`src/rtl/adder_pipe.sv`:
```
// -----------------------------------------------------------------------------
// adder_pipe
//
// Pipelined two's-complement adder/subtractor. The WIDTH-bit carry chain is
// split into STAGES chunks of CHUNK = WIDTH/STAGES bits. Each pipeline stage
// resolves one chunk using the carry registered by the stage before it, so no
// single cycle carries more than CHUNK bits of ripple.
//
// Flow control is valid/ready with bubble collapsing: a stage may load when it
// is empty or when the stage below it is moving. in_ready is therefore a
// combinational function of out_ready and the stage valid bits.
//
// Parameters:
//   WIDTH   operand/result width; must be a multiple of STAGES
//   STAGES  pipeline depth, 1 <= STAGES <= WIDTH (latency = STAGES cycles)
//
// Ports:
//   clk        rising-edge clock
//   rst_n      asynchronous active-low reset; flushes all in-flight work
//   in_valid   operand transaction valid
//   in_ready   block can accept a transaction this cycle
//   a, b       operands
//   sub        0: a+b, 1: a-b (sampled with the operands)
//   out_valid  result valid; holds with stable data until consumed
//   out_ready  downstream accepts the result
//   sum        result modulo 2^WIDTH (clamped when saturation is built in)
//   co         carry out of the MSB; for subtract 1 means no borrow
//   ovf        signed overflow of the unsaturated result
//
// Build option:
//   ADDER_PIPE_SAT_EN  when defined, sum is clamped to the signed extreme on
//                      overflow (0x7F..F for non-negative a, 0x80..0 for
//                      negative a). co and ovf still describe the raw add.
//                      Clamping happens in the final stage; latency is the
//                      same either way.
// -----------------------------------------------------------------------------
module adder_pipe #(
  parameter int WIDTH  = 16,
  parameter int STAGES = 4
) (
  input  logic             clk,
  input  logic             rst_n,
  input  logic             in_valid,
  output logic             in_ready,
  input  logic [WIDTH-1:0] a,
  input  logic [WIDTH-1:0] b,
  input  logic             sub,
  output logic             out_valid,
  input  logic             out_ready,
  output logic [WIDTH-1:0] sum,
  output logic             co,
  output logic             ovf
);

  localparam int CHUNK = WIDTH / STAGES;

  // ---------------------------------------------------------------------------
  // Stage state. Every stage carries the full-width operands and the partial
  // result; chunks below k are already resolved in res_q[k], chunk k is the one
  // stage k just added, and the chunks above are still waiting in opa/opb.
  // ---------------------------------------------------------------------------
  logic [STAGES-1:0] v_q;
  logic [STAGES-1:0] c_q;
  logic [WIDTH-1:0]  res_q [STAGES];
  logic [WIDTH-1:0]  opa_q [STAGES];
  logic [WIDTH-1:0]  opb_q [STAGES];
  logic              ovf_q;

  // What each stage would load from above: the input port for stage 0, the
  // previous stage's registers for the rest.
  logic [STAGES-1:0] src_v;
  logic [STAGES-1:0] src_c;
  logic [WIDTH-1:0]  src_res [STAGES];
  logic [WIDTH-1:0]  src_a   [STAGES];
  logic [WIDTH-1:0]  src_b   [STAGES];

  logic [STAGES-1:0] en;
  logic [STAGES-1:0] nxt_c;
  logic [WIDTH-1:0]  nxt_res [STAGES];
  logic              ovf_nxt;

  // ---------------------------------------------------------------------------
  // Operand conditioning: subtract is a + ~b + 1, with the +1 entering as the
  // carry into chunk 0.
  // ---------------------------------------------------------------------------
  assign src_v[0]   = in_valid;
  assign src_c[0]   = sub;
  assign src_res[0] = '0;
  assign src_a[0]   = a;
  assign src_b[0]   = sub ? ~b : b;

  for (genvar k = 1; k < STAGES; k++) begin : g_src
    assign src_v[k]   = v_q[k-1];
    assign src_c[k]   = c_q[k-1];
    assign src_res[k] = res_q[k-1];
    assign src_a[k]   = opa_q[k-1];
    assign src_b[k]   = opb_q[k-1];
  end

  // ---------------------------------------------------------------------------
  // Bubble-collapsing enables. A stage can load if it is empty or if whatever
  // it holds is leaving this cycle. Walking from the output back to the input
  // keeps the chain free of any self-reference.
  // ---------------------------------------------------------------------------
  always_comb begin
    logic e;
    // NOTE: every variable driven here gets a value before any branch or loop,
    // so no path can leave it holding its old value and infer a latch.
    en = '0;
    e  = !v_q[STAGES-1] || out_ready;
    en[STAGES-1] = e;
    for (int k = STAGES - 2; k >= 0; k--) begin
      e     = !v_q[k] || e;
      en[k] = e;
    end
  end

  assign in_ready = en[0];

  // ---------------------------------------------------------------------------
  // Per-stage chunk adder. Stage k only ever touches bits
  // [k*CHUNK +: CHUNK]; everything else in the result is passed through.
  // ---------------------------------------------------------------------------
  always_comb begin
    logic [CHUNK:0] t;
    t       = '0;
    nxt_c   = '0;
    for (int k = 0; k < STAGES; k++) begin
      t = {1'b0, src_a[k][k*CHUNK +: CHUNK]}
        + {1'b0, src_b[k][k*CHUNK +: CHUNK]}
        + {{CHUNK{1'b0}}, src_c[k]};
      nxt_res[k]                   = src_res[k];
      nxt_res[k][k*CHUNK +: CHUNK] = t[CHUNK-1:0];
      nxt_c[k]                     = t[CHUNK];
    end

    // Signed overflow: both addends share a sign and the result's sign differs.
    // This uses the conditioned b, so it also covers subtraction.
    ovf_nxt = (src_a[STAGES-1][WIDTH-1] == src_b[STAGES-1][WIDTH-1]) &&
              (nxt_res[STAGES-1][WIDTH-1] != src_a[STAGES-1][WIDTH-1]);

`ifdef ADDER_PIPE_SAT_EN
    // Overflow direction follows the sign of a: a positive a can only overflow
    // upward, a negative a only downward.
    if (ovf_nxt) begin
      nxt_res[STAGES-1] = src_a[STAGES-1][WIDTH-1] ? {1'b1, {(WIDTH-1){1'b0}}}
                                                   : {1'b0, {(WIDTH-1){1'b1}}};
    end
`else
    // Wrapping build: the final stage result is used as computed.
`endif
  end

  // ---------------------------------------------------------------------------
  // Stage registers.
  // ---------------------------------------------------------------------------
  always_ff @(posedge clk or negedge rst_n) begin
    if (!rst_n) begin
      v_q   <= '0;
      c_q   <= '0;
      ovf_q <= 1'b0;
      // NOTE: the datapath registers are reset along with the valid bits
      // because sum/co/ovf are read straight from the last stage and must
      // show zero out of reset, not whatever the flops powered up with.
      for (int k = 0; k < STAGES; k++) begin
        res_q[k] <= '0;
        opa_q[k] <= '0;
        opb_q[k] <= '0;
      end
    end else begin
      // NOTE: non-blocking assignments let every stage sample the previous
      // stage's old value on the same edge; blocking ones here would shoot a
      // transaction through several stages in one cycle.
      for (int k = 0; k < STAGES; k++) begin
        if (en[k]) begin
          v_q[k] <= src_v[k];
          // Data only moves with a real transaction; bubbles leave it alone.
          if (src_v[k]) begin
            res_q[k] <= nxt_res[k];
            opa_q[k] <= src_a[k];
            opb_q[k] <= src_b[k];
            c_q[k]   <= nxt_c[k];
          end
        end
      end
      if (en[STAGES-1] && src_v[STAGES-1]) begin
        ovf_q <= ovf_nxt;
      end
    end
  end

  // ---------------------------------------------------------------------------
  // Outputs come straight from the final stage.
  // ---------------------------------------------------------------------------
  assign out_valid = v_q[STAGES-1];
  assign sum       = res_q[STAGES-1];
  assign co        = c_q[STAGES-1];
  assign ovf       = ovf_q;

endmodule
```
`config.mk`:
```
export PLATFORM = sky130hd
export DESIGN_NAME = adder_pipe
export DESIGN_NICKNAME = d
export VERILOG_FILES = /design/src/rtl/adder_pipe.sv
export SDC_FILE = /design/constraint.sdc
export NUM_CORES = 1
export LEC_CHECK = 0
export ABC_AREA = 1
export BUFFER_PORTS_ARGS = -buffer_cell sky130_fd_sc_hd__buf_4
export CORE_ASPECT_RATIO = 0.9
export CORE_UTILIZATION = 62
export CTS_CLUSTER_SIZE = 8
export DETAILED_ROUTE_END_ITERATION = 8
export PLACE_DENSITY_LB_ADDON = 0.15
export SKIP_CTS_REPAIR_TIMING = 1
export SLEW_MARGIN = 25
export SYNTH_ARGS = -nofsm -noshare
export SYNTH_HDL_FRONTEND = slang
export SYNTH_SLANG_ARGS = --single-unit
export TNS_END_PERCENT = 1
```
`constraint.sdc`:
```
create_clock -name clk -period 3.5 [get_ports clk]
set_input_delay 0.7 -clock clk [delete_from_list [all_inputs] [get_ports clk]]
set_output_delay 0.7 -clock clk [all_outputs]
set_load 0.03 [all_outputs]
```
## Word-level counts from Yosys, hierarchy flattened

Cells that the tools add are included.

- Output and inout port bits: 20
- Latch bits: 0
- Input port bits: 37
- Memory bits (writable): 0
- ROM bits: 0
- Register bits: 145
- Logic and storage cells: 45
- Memories kept: 0

- Add/sub/neg operators: 8
- Reductions and logical operators: 14
- Shift operators: 0
- Equal/unequal tests: 2
- Muxes and demuxes: 1
- Divide/modulo/power cells: 0
- Bitwise logic cells: 1
- $lt $le $gt $ge: 0
- Multiply operators: 0

Operator list:

| cell | number |
|---|---|
| adder 4 x 4 -> 5 bit | 4 |
| adder 5 x 1 -> 5 bit | 4 |
| two-way mux 16 bit | 1 |
| inverter 16 bit | 1 |
| AND reduction 2 bit | 4 |
| zero test 1 bit | 4 |
| logical OR 1 bit | 4 |
| logical AND 1 bit | 2 |
| == test 1 bit | 1 |
| != test 1 bit | 1 |

## Longest topological paths before layout

Gate-level depths: netlist of the first run.

- Depth after elaboration: 6
- Gate-level depth with buffers: 11
- Gate-level depth less buffers: 9

## Worst setup path before layout of the first run

OpenSTA, ideal clock, no wires.

- Kind: input port to flip-flop
- From: input sub
- To: register c_q[0]
- Stages on the path: 8
- Data arrival time: 1.968 ns
- Slack: 1.406 ns
- Setup time: 0.126 ns
- Required time: 3.374 ns
- Path buffers: 2
- Path through: buf_2 -> buf_4 -> xor2_1 -> fa_1 -> a21oi_1 -> nor2_1 -> nor2_1 -> o21ai_0

- Word-level cells in the longest chain between the ends: 3

RTL lines:

| what | line | RTL |
|---|---|---|
| start, declared | 47 | `input logic sub,` |
| two-way mux 16 bit | 90 | `assign src_b[0] = sub ? ~b : b;` |
| adder 4 x 4 -> 5 bit | 130 | `+ {1'b0, src_b[k][k*CHUNK +: CHUNK]}` |
| adder 5 x 1 -> 5 bit * | 131 | `+ {{CHUNK{1'b0}}, src_c[k]};` |
| end signal, assigned by index | 182 | `c_q[k] <= nxt_c[k];` |
| end, declared | 63 | `logic [STAGES-1:0] c_q;` |

Every way passes the cells marked *; elsewhere a longest branch is shown, timed or not.
A chain may end at the register's enable or synchronous reset.

## Final worst setup path of the first run

- From: input out_ready
- To: output in_ready

- Word-level cells in the longest chain between the ends: 4

RTL lines:

| what | line | RTL |
|---|---|---|
| start, declared | 49 | `input logic out_ready,` |
| logical OR 1 bit | 110 | `e = !v_q[STAGES-1] \|\| out_ready;` |
| logical OR 1 bit (3 in series) | 113 | `e = !v_q[k] \|\| e;` |
| end, declared | 44 | `output logic in_ready,` |

No other way between the ends.

==> results.cfg, run 1 <==
[synthesis]
synth_flop_cell = dfrtp_1
synth.avg_cell_area_um2 = 9.38
synth_cell_types = 27
yosysWarnings = 0
synth_edf_count = 0
netlist_area_um2 = 4320
ys_ff_latch = 97
syn_nets = 516
async_flop_share = 1.00
synth_seq_area_share = 0.562
synth_cells = 460

[clock_network]
numClockSinks = 97
path_clk_slew_ns = 0.09
numCtsBuffers = 9
root_buffer = clkbuf_8
cts_tree = built
cts_max_level = 3
cts_max_path_buffers = 2
clkLatencyLatePin_ns = 0.36

[setup_path]
cp-end-kind = primary output
startpoint_type = primary input
crit_type = primary input to primary output
path_max_fanout = 3
cp_data_arrival_time_ns = 1.28
cp_data_required_time_ns = 2.80

[grt]
grt_max_degree = 71
use_met1 = 0.298
top_usage_layer = met2
use_met3 = 0.0534
grt_pass1_vias = 2791
antenna_found_initial = 0
grt_use_total = 0.231
grt.overflow.total = 0
grtUsageMet2 = 0.385
grt_pass1_wl_mm = 12.9

[sta]
rsz0062_at_grt = no
worst_slew_pin_slew_ns = 0.845
min_period_over_period = 0.566
slew_viol_final = 0
setup_viol = 0
fin_crit_ns = 1.98
clock_skew_ns = 0.00863
final_hold_viol_count = 0
max-slew-margin-rel = 0.437
fmax_mhz = 505
fin_tns_setup_ns = 0

[floorplan]
die_h_um = 81.1
core_area_um2 = 6660
die_w_um = 89.9
start_util = 0.648
dieArea_um2 = 7300
io_pins = 57
rows = 28

[route]
wl_mm = 7.68
wire_per_inst_um = 12.6
vias_per_cell = 5.06
first_iter_violations = 133
dr_total_vias = 3076
drc = 0
first_pass_iters = 5
ant_nets = 0

[cells_and_area]
num-fill-cells = 498
layout-area-overhead-vs-synth_pct = 14.8
ff_latch_area_um2 = 2430
fin_nets = 569
diodes = 0
stdcell_count = 608
drive_gt1_frac = 0.174
final_common_cell = nand2_1
final_cell_mix = 159 x nand2_1, 97 x dfrtp_1, 60 x buf_4
multi_input_area_um2 = 1620

[placement]
port_buffers = 56
place_congestion = 0.792
dpl.hpwl_mm = 5.50
placed_cells = 592

[power]
p_leak_nw = 2.53
p_per_area_nw_per_um2 = 719
peakVddDrop_uv = 360
total_power_w = 0.00356

[run]
cap_violations = 0

[hold_path]
hold_class = primary input to asynchronous set/reset pin

[status]
status = finished clean
-- layout make-up --
| cell class | count | area share |
|---|---|---|
| Clock inverter | 6 | 0.00884 |
| Multi-Input combinational cell | 303 | 0.328 |
| Clock buffer | 10 | 0.0278 |
| Sequential cell | 97 | 0.490 |
| Tap cell | 90 | 0.0227 |
| Timing Repair Buffer | 60 | 0.0909 |
| Inverter | 42 | 0.0318 |
-- final timing paths --
kind                                 from        end  slack [ns]  cells past startpoint
worst max-delay path            out_ready   in_ready        1.52                      4
worst min-delay path                rst_n    sum[14]        0.44                      1
worst min register to register  opb_q[56]  opb_q[40]        0.48                      2
worst max register to register     c_q[2]     c_q[3]        1.70                      6
max in group asynchronous           rst_n  opb_q[42]        2.32                      2
min in group clk                opb_q[56]  opb_q[40]        0.48                      2
-- Yosys cell counts, types with 3 or more instances --
master / n / area share
inv_2: 4 / 0.0035
inv_1: 38 / 0.033
ha_1: 12 / 0.035
o21ai_1: 24 / 0.028
fa_1: 7 / 0.032
buf_4: 5 / 0.0087
nand3_1: 8 / 0.0093
o21ai_0: 40 / 0.046
xnor2_1: 15 / 0.030
dfrtp_1: 97 / 0.56
nand3b_1: 3 / 0.0052
o21ai_2: 4 / 0.0081
a21oi_1: 7 / 0.0081
nand2_1: 159 / 0.14
buf_2: 10 / 0.012
nor2_1: 9 / 0.0078
xor2_1: 4 / 0.0081
-- worst max-delay path, cell delays in order --
cell	delay, ns
buf_4	0.13
nor2_4	0.13
nand4_2	0.12
buf_4	0.20
-- routing by layer --
metal | wire [um] | share of wire | up-vias
met1 | 3490 | 0.45 | 1445
met5 | 0 | 0 | -
met2 | 3780 | 0.49 | 67
met3 | 340 | 0.044 | 7
met4 | 73 | 0.0095 | 0
li1 | - | - | 1557
-- metrics by stage --
| step | instance area (um2) | setup slack, ns | utilization | hold WS (ns) |
|---|---|---|---|---|
| after CTS | 4950 | 1.51 | 0.744 | 0.459 |
| after global placement | 4770 | 1.46 | 0.717 | 0.455 |
| after floorplan | 4320 | 1.41 | - | 0.404 |
| after detailed placement | 4770 | 1.42 | 0.717 | 0.460 |
| final | 4950 | 1.52 | 0.744 | 0.442 |
| after global routing | 4950 | 1.45 | 0.744 | 0.491 |
-- registers in the layout, indices dropped and copies added (netlist names) --
name and cells:
ovf 1, v_q 4, nxt_res 24, sum 16, c_q 4, opb_q 24, opa_q 24
-- report_power, final --
group | total (W) | internal, W | switching (W)
logic | 0.00122 | 0.000471 | 0.000749
clock network | 0.000662 | 0.000279 | 0.000383
registers | 0.00168 | 0.00147 | 0.000209
-- logic make-up after synthesis --
family,count (synthesis),synth area share
buf+inv,60,0.0612
compound gates,76,0.0919
xor+xnor,19,0.0386
fa+ha+maj,19,0.0673
flops,97,0.562
simple gates,189,0.179
Power figures use the tool's default switching activity.
==> inputs of run 2 (changes only) <==
--- a/config.mk
+++ b/config.mk
@@ -8,7 +8,7 @@
 export ABC_AREA = 1
 export BUFFER_PORTS_ARGS = -buffer_cell sky130_fd_sc_hd__buf_4
 export CORE_ASPECT_RATIO = 0.9
-export CORE_UTILIZATION = 62
+export CORE_UTILIZATION = 57
 export CTS_CLUSTER_SIZE = 8
 export DETAILED_ROUTE_END_ITERATION = 8
 export PLACE_DENSITY_LB_ADDON = 0.15
==> constraint.sdc (replaced) <==
create_clock -name clk -period 2.05 [get_ports clk]
set_input_delay 0.41 -clock clk [delete_from_list [all_inputs] [get_ports clk]]
set_output_delay 0.41 -clock clk [all_outputs]
set_load 0.03 [all_outputs]
==> results.cfg, run 2 (synthesis gave the netlist of run 1 again) <==
[sta]
max-slew-margin-rel = 0.650
fmax_mhz = 555
hold_slack_ns = 0.0766
min_period_over_period = 0.879
fin_crit_ns = 1.80
clock_skew_ns = 0.00859
fin_tns_setup_ns = 0
final_hold_viol_count = 0
setup_viol = 0
slew_viol_final = 0
worst_slew_pin_slew_ns = 0.523
layout_setup_ws_ns = 0.248
rsz0062_at_grt = no

[setup_path]
cp-startpoint = c_q[2]
crit_type = flip-flop to flip-flop
crit_family = adder cells
r2r_cells = 6
slowest_stage = fa_1
timing.rr.end = c_q[3]
r2r_start = c_q[2]
cp_data_required_time_ns = 2.30
startpoint_type = flip-flop
worst-path-buf-inv = 0
slowest_delay_ns = 0.48
path_max_fanout = 2
cp-end-kind = flip-flop
crit_top_cell = fa_1
cp_cell_sequence = fa_1 -> fa_1 -> nand2_1 -> a21oi_1 -> nor3_1 -> nor2_1
worst-path-stages = 6
cp_data_arrival_time_ns = 2.06
crit_end = c_q[3]
regToRegSetupSlack_ns = 0.25

[clock_network]
numCtsBuffers = 9
root_buffer = clkbuf_8
cts_max_level = 3
cts_max_path_buffers = 2
path_clk_slew_ns = 0.09
numClockSinks = 97
cts_tree = built
clkLatencyLatePin_ns = 0.36

[route]
wl_mm = 7.66
ant_nets = 0
first_iter_violations = 185
dr_total_vias = 3013
wire_per_inst_um = 12.5
vias_per_cell = 4.93
first_pass_iters = 4
drc = 0

[grt]
grt_pass1_wl_mm = 13.4
grt_use_total = 0.220
antenna_found_initial = 0
grt_max_degree = 98
grt_pass1_vias = 2931
grt.overflow.total = 0

[hold_path]
hold_class = primary input to asynchronous set/reset pin

[run]
cap_violations = 0

[cells_and_area]
num-fill-cells = 571
fin_nets = 569
stdcell_count = 611
final_cell_mix = 159 x nand2_1, 97 x dfrtp_1, 59 x buf_4
multi_input_area_um2 = 1620
post-route-util = 0.692
diodes = 0
final_common_cell = nand2_1
drive_gt1_frac = 0.174
ff_latch_area_um2 = 2430
layout-area-overhead-vs-synth_pct = 15.2

[floorplan]
io_pins = 57
die_h_um = 84.5
die_w_um = 93.7
core_area_um2 = 7180
dieArea_um2 = 7920
rows = 29
start_util = 0.601

[placement]
preCtsSetupSlack_ns = 0.241
port_buffers = 56
place_congestion = 0.849
dpl.hpwl_mm = 5.56
placed_cells = 595

[status]
status = finished clean

[power]
peakVddDrop_uv = 690
p_per_area_nw_per_um2 = 1230
p_leak_nw = 2.54
[run 2: cell types whose count changed in the layout (fill, tap and decap cells not counted)]
cell / delta
clkbuf_8: -1
clkinv_2: -2
buf_12: +1
buf_4: -1
inv_6: +3
[run 2: final cells by class]
cell class,count,share of cell area
clock buffer,9,0.0249
clock inverter,7,0.0121
inverter,42,0.0317
multi-input combinational,303,0.327
sequential,97,0.488
tap,93,0.0234
timing repair buffer,60,0.0931
[run 2: power breakdown]
part	switching, W	internal (W)	total, W
registers	0.000345	0.00251	0.00286
clock network	0.000684	0.000460	0.00114
logic	0.00130	0.000814	0.00211
total	0.00233	0.00378	0.00611
[run 2: how the worst min path moves through the flow]
stage                start          to  slack [ns]  cells after the start
CTS                  rst_n  nxt_res[6]        0.10                      2
finish               rst_n     sum[12]        0.08                      2
global route         rst_n     sum[12]        0.12                      2
floorplan            rst_n      c_q[0]        0.11                      0
global placement    sum[7]      sum[7]        0.45                      2
detailed placement  sum[6]      sum[6]        0.46                      2
[run 2: metrics by stage]
| step | total power (W) | instance area (um2) |
|---|---|---|
| finish | 0.00611 | 4970 |
| global route | 0.00657 | 4970 |
| CTS | 0.00617 | 4970 |
| detailed placement | 0.00503 | 4790 |
| global placement | 0.00490 | 4790 |
| floorplan | 0.00431 | 4320 |
[run 2: layer usage]
metal | up-vias | global-route usage | wire length [um]
li1 | 1554 | - | -
met1 | 1397 | 0.304 | 3680
met2 | 53 | 0.349 | 3640
met3 | 9 | 0.0625 | 261
met4 | 0 | 0.0462 | 82
met5 | - | 0 | 0
